## config.mk

```make
export PLATFORM = sky130hd
export DESIGN_NAME = fp_result_display
export DESIGN_NICKNAME = d
export VERILOG_FILES = /design/src/rtl/fpadd_disp_pkg.sv /design/src/rtl/hex_to_seg7.sv /design/src/rtl/fp_result_display.sv
export SDC_FILE = /design/constraint.sdc
export NUM_CORES = 1
export LEC_CHECK = 0
export CAP_MARGIN = 20
export CORE_ASPECT_RATIO = 2
export CORE_MARGIN = 2
export CORE_UTILIZATION = 30
export CTS_CLUSTER_SIZE = 40
export DETAILED_ROUTE_END_ITERATION = 16
export GPL_TIMING_DRIVEN = 0
export PLACE_DENSITY = 0.54
export RECOVER_POWER = 25
export SYNTH_ARGS = -nofsm -noshare
export SYNTH_HDL_FRONTEND = slang
export SYNTH_HIERARCHICAL = 1
export SYNTH_SLANG_ARGS = --single-unit
export TNS_END_PERCENT = 50
```

## constraint.sdc

```tcl
create_clock -name clk -period 2.25 [get_ports clk]
set_input_delay 0.45 -clock clk [delete_from_list [all_inputs] [get_ports clk]]
set_output_delay 0.45 -clock clk [all_outputs]
set_load 0.005 [all_outputs]
```

## src/rtl/fpadd_disp_pkg.sv

```systemverilog
// Shared constants for the FP result display: hex glyph table, byte index width
// and the output polarity helper.
package fpadd_disp_pkg;

    localparam int BYTE_IDX_W = 2;

    // Active-high segment patterns, bit order {g,f,e,d,c,b,a}, indexed by nibble.
    localparam logic [6:0] HEX_SEG [16] = '{
        7'h3F, 7'h06, 7'h5B, 7'h4F, 7'h66, 7'h6D, 7'h7D, 7'h07,
        7'h7F, 7'h6F, 7'h77, 7'h7C, 7'h39, 7'h5E, 7'h79, 7'h71
    };

    function automatic logic [8:0] apply_pol(input logic [8:0] value, input logic active_low);
        return active_low ? ~value : value;
    endfunction

endpackage

```

## src/rtl/hex_to_seg7.sv

```systemverilog
// Combinational nibble to seven-segment decoder, active-high {g,f,e,d,c,b,a}.
module hex_to_seg7
    import fpadd_disp_pkg::*;
(
    input  logic [3:0] nibble,
    output logic [6:0] seg
);

    assign seg = HEX_SEG[nibble];

endmodule

```

## src/rtl/fp_result_display.sv

```systemverilog
// Captures each FP sum and shows it byte by byte (MSB first) on LEDs and two
// multiplexed hex digits, with per-byte dwell and digit-enable refresh.
module fp_result_display
    import fpadd_disp_pkg::*;
#(
    parameter int DWELL_CYCLES   = 100_000_000,
    parameter int REFRESH_CYCLES = 100_000,
    parameter bit SEG_ACTIVE_LOW = 1'b1
) (
    input  logic        clk,
    input  logic        rst,
    input  logic        result_valid,
    input  logic [31:0] result,
    output logic [7:0]  leds,
    output logic [1:0]  byte_idx,
    output logic        an0,
    output logic        a0, b0, c0, d0, e0, f0, g0,
    output logic        fp0,
    output logic        an1,
    output logic        a1, b1, c1, d1, e1, f1, g1,
    output logic        fp1
);

    localparam int DW = (DWELL_CYCLES > 1) ? $clog2(DWELL_CYCLES) : 1;
    localparam int RW = (REFRESH_CYCLES > 1) ? $clog2(REFRESH_CYCLES) : 1;

    logic [31:0]           hold;
    logic [BYTE_IDX_W-1:0] idx;
    logic [DW-1:0]         dwell_cnt;
    logic [RW-1:0]         refresh_cnt;
    logic                  phase;
    logic                  phase_next;
    logic                  dwell_done;
    logic                  refresh_wrap;
    logic [7:0]            cur_byte;
    logic [6:0]            seg_hi;
    logic [6:0]            seg_lo;
    logic [7:0]            leds_q;
    logic [1:0]            idx_q;
    logic [8:0]            disp1_q;
    logic [8:0]            disp0_q;

    assign dwell_done   = (dwell_cnt == DW'(DWELL_CYCLES - 1));
    assign refresh_wrap = (refresh_cnt == RW'(REFRESH_CYCLES - 1));
    assign phase_next   = phase ^ refresh_wrap;
    assign cur_byte     = hold[8*idx +: 8];

    hex_to_seg7 u_seg_hi (.nibble(cur_byte[7:4]), .seg(seg_hi));
    hex_to_seg7 u_seg_lo (.nibble(cur_byte[3:0]), .seg(seg_lo));

    // A load always wins over dwell expiry so a fresh sum starts at its top byte.
    always_ff @(posedge clk) begin
        if (rst) begin
            hold      <= '0;
            idx       <= 2'd3;
            dwell_cnt <= '0;
        end else if (result_valid) begin
            hold      <= result;
            idx       <= 2'd3;
            dwell_cnt <= '0;
        end else if (dwell_done) begin
            idx       <= idx - 2'd1;
            dwell_cnt <= '0;
        end else begin
            dwell_cnt <= dwell_cnt + DW'(1);
        end
    end

    always_ff @(posedge clk) begin
        if (rst) begin
            refresh_cnt <= '0;
            phase       <= 1'b0;
        end else begin
            refresh_cnt <= refresh_wrap ? '0 : refresh_cnt + RW'(1);
            phase       <= phase_next;
        end
    end

    // Each digit register packs {an, fp, g..a}; anodes follow the phase without extra lag.
    always_ff @(posedge clk) begin
        if (rst) begin
            leds_q  <= 8'h00;
            idx_q   <= 2'd3;
            disp1_q <= apply_pol({1'b0, 1'b1, HEX_SEG[0]}, SEG_ACTIVE_LOW);
            disp0_q <= apply_pol({1'b1, 1'b0, HEX_SEG[0]}, SEG_ACTIVE_LOW);
        end else begin
            leds_q  <= cur_byte;
            idx_q   <= idx;
            disp1_q <= apply_pol({phase_next, idx == 2'd3, seg_hi}, SEG_ACTIVE_LOW);
            disp0_q <= apply_pol({~phase_next, idx == 2'd0, seg_lo}, SEG_ACTIVE_LOW);
        end
    end

    assign leds     = leds_q;
    assign byte_idx = idx_q;
    assign {an1, fp1, g1, f1, e1, d1, c1, b1, a1} = disp1_q;
    assign {an0, fp0, g0, f0, e0, d0, c0, b0, a0} = disp0_q;

endmodule
```

==> results.toml <==
[outcome]
status = "finished, final reports clean"

[placement]
place_area_mm2 = 0.005665
hpwl_um = 8899
placed_cells = 753
pre_cts_ws_ns = -0.3521
gp_congestion = 0.8377
portBuffers = 61

[logic_synthesis]
seq_area_frac_synth = 0.4419
synth_top_area_share = 0.4419
netlist_area_mm2 = 0.004802
synthCells = 491
syn_nets = 544
yosysWarningCount = 6
async_flop_share = 0
synth.distinct_cells = 51
ys.flop_type = "dfxtp_1"
synth_area_leaders = "dfxtp_1 (44%), mux2i_1 (7.5%), nor2_1 (5.7%)"
ys_ff_latch = 106
synth_top_cell_by_area = "dfxtp_1"
synth_area_per_cell_um2 = 9.780
synth_edf_count = 0

[job]
maxCapViolCount = 0

[routing]
finalWirelength_um = 11720
via_per_inst = 4.835
first_pass_iters = 4
drtIter0Drc = 101
drt_drc_violations_left = 0
post_drt_wl_per_cell_um = 15.07
vias = 3762
ant_nets = 0

[finish]
area_delta_synth_final_pct = 27.36
layout.cells.non_filler = 778
layout_commonest_cell = "dfxtp_1"
stdcell_area_mm2 = 0.006116
nNetsFinal = 625
antenna_cells = 0
layout_common_cells = "dfxtp_1 (105), nor2_1 (73), mux2i_1 (36)"
final_layout_size_suffix_gt1_frac = 0.1282

[sta]
finClkSkew_ns = 0.009009
layout_min_cycle_time_ns = 2.160
grt_setup_unrepaired = "no"
slew_violations = 0
finalSetupViolations = 0
hold_violations = 0
worstMarginPinSlew_ns = 0.8215
fmax_ghz = 0.4630
tns_ns = 0
layout_setup_ws_ns = 0.09000
timing.final.crit_share = 0.9600
relSlewSlack = 0.4523

[critical_path]
rrSetupSlack_ns = 0.09
cp-start-kind = "register"
critPathCaptureType = "register"
cp_max_fo = 10
critPathLaunch = "idx[0]"
r2r_end = "disp0_q[3]"
worstPathArrival_ns = 2.44
r2r_cells = 6
crit_path_end = "disp0_q[3]"
criticalPathCategory = "register to register"
cp_data_required_time_ns = 2.53
worstReg2RegStart = "idx[0]"

[clocking]
clk_pin_slew_ns = 0.07
cts.htree.levels = 3
clk_path_buf_depth = 2
clock-sinks = 106
cts_root_buf = "clkbuf_16"
cts_made_buffers = 9
cts_hold_buf = 0
cts_tree = "built"
insertion_delay_ns = 0.35

[power]
worst_ir_drop_vdd_mv = 0.3495
seq_power_share = 0.480
internal_power_mw = 3.182
clkPwrFrac = 0.425
p_per_area_mw_per_mm2 = 668.1
power_frac_comb = 0.094
switching_share = 0.2213
switching_power_mw = 0.9044
p_leak_nw = 2.310
total_power_mw = 4.086

[global_route]
grt_pass1_wl_um = 19330
overflow = 0
grt_max_degree = 17
grt_pass1_vias = 3925
grtUsageTotal = 0.1434
antenna_found_initial = 0

[die]
die_w_um = 93.46
num_rows = 65
die_h_um = 182.9
io_pins = 63
coreArea_mm2 = 0.01570
dieArea_mm2 = 0.01710
start_util = 0.3059

[hold_path]
hp-class = "register to register"
-- cell usage after synthesis, types with 3 or more instances --
| cell type | instances |
|---|---|
| a21oi_1 | 21 |
| and2_1 | 3 |
| and3_1 | 7 |
| and4_1 | 3 |
| buf_1 | 4 |
| buf_2 | 3 |
| clkbuf_1 | 15 |
| dfxtp_1 | 106 |
| ha_1 | 18 |
| inv_1 | 19 |
| mux2_2 | 5 |
| mux2i_1 | 36 |
| mux4_2 | 8 |
| nand2_1 | 15 |
| nand2b_1 | 5 |
| nand3_1 | 13 |
| nand4_1 | 13 |
| nor2_1 | 73 |
| nor2b_1 | 10 |
| nor3_1 | 9 |
| nor4_1 | 5 |
| o21ai_0 | 7 |
| o31ai_1 | 11 |
| or2_2 | 6 |
| or3_1 | 7 |
| or4_1 | 10 |
| xnor2_1 | 10 |
| xor2_1 | 14 |
-- sequential cells by signal, indices dropped and copies added, names as in the netlist --
signal,flops
leds,8
idx,2
dwell_cnt,27
byte_idx,2
disp0_q,8
refresh_cnt,17
disp1_q,9
phase,1
hold,32
-- power by group through the flow --
stage          Clock, mW  Sequential, mW  Combinational [mW]
3_3_place_gp           0            2.01               0.373
6_report            1.74            1.96               0.386
4_1_cts             1.78            1.97               0.389
3_5_place_dp           0            2.01               0.379
5_1_grt             1.85            1.97               0.425
2_1_floorplan          0            2.00               0.210
-- layer usage --
layer	share of wire	GRT usage	wire, um	vias up
li1	-	-	-	1874
met1	0.38	0.1457	4449	1814
met2	0.57	0.2835	6732	61
met3	0.027	0.02301	312	13
met4	0.019	0.05176	227	0
met5	0	0	0	-
-- final cells by class --
type,count,area (um^2)
Fill cell,1552,9580
Multi-Input combinational cell,338,2507
Sequential cell,106,2126
Timing Repair Buffer,70,674.4
Clock buffer,12,256.5
Tap cell,201,251.5
Buffer,28,152.6
Clock inverter,4,73.82
Inverter,19,73.82
-- cell families after synthesis --
logic type               count (synthesis)  synth area share
multiplexers                            52            0.1384
adder cells (fa/ha/maj)                 18           0.04690
buffers and inverters                   47           0.04273
XOR/XNOR                                24           0.04377
AO/OA/AOI/OAI                           50           0.07009
flip-flops                             106            0.4419
AND/OR/NAND/NOR                        194            0.2163
-- worst max-delay path, cell delays in order, from the launching register on --
cell and delay [ns]:
dfxtp_4 0.39, buf_12 0.15, mux4_2 0.58, inv_2 0.12
ha_1 0.26, mux4_1 0.50, nor2_1 0.10
-- worst min path at each step --
stage,from,end,slack (ns),cells after the start
after global placement,refresh_cnt[0],refresh_cnt[0],0.43,1
after global routing,refresh_cnt[0],refresh_cnt[0],0.47,1
final,refresh_cnt[0],refresh_cnt[0],0.44,1
after floorplan,refresh_cnt[0],refresh_cnt[0],0.41,1
after CTS,refresh_cnt[0],refresh_cnt[0],0.45,1
after detailed placement,refresh_cnt[0],refresh_cnt[0],0.44,1
-- timing repair --
item                                    in CTS  in global routing
endpoints found under the setup margin      33                 35
hold endpoints to repair                     0                  0
pin swaps                                    1                  0
resized for setup                            9                 11
setup buffers                                4                  5
-- per-stage QoR --
| stage | hold WS [ns] | utilization |
|---|---|---|
| final | 0.4400 | 0.3896 |
| after global routing | 0.4728 | 0.3896 |
| after CTS | 0.4469 | 0.3850 |
| after detailed placement | 0.4366 | 0.3609 |
| after global placement | 0.4250 | 0.3609 |
| after floorplan | 0.4129 | - |
Note: power is estimated with default switching activity, not from simulation.
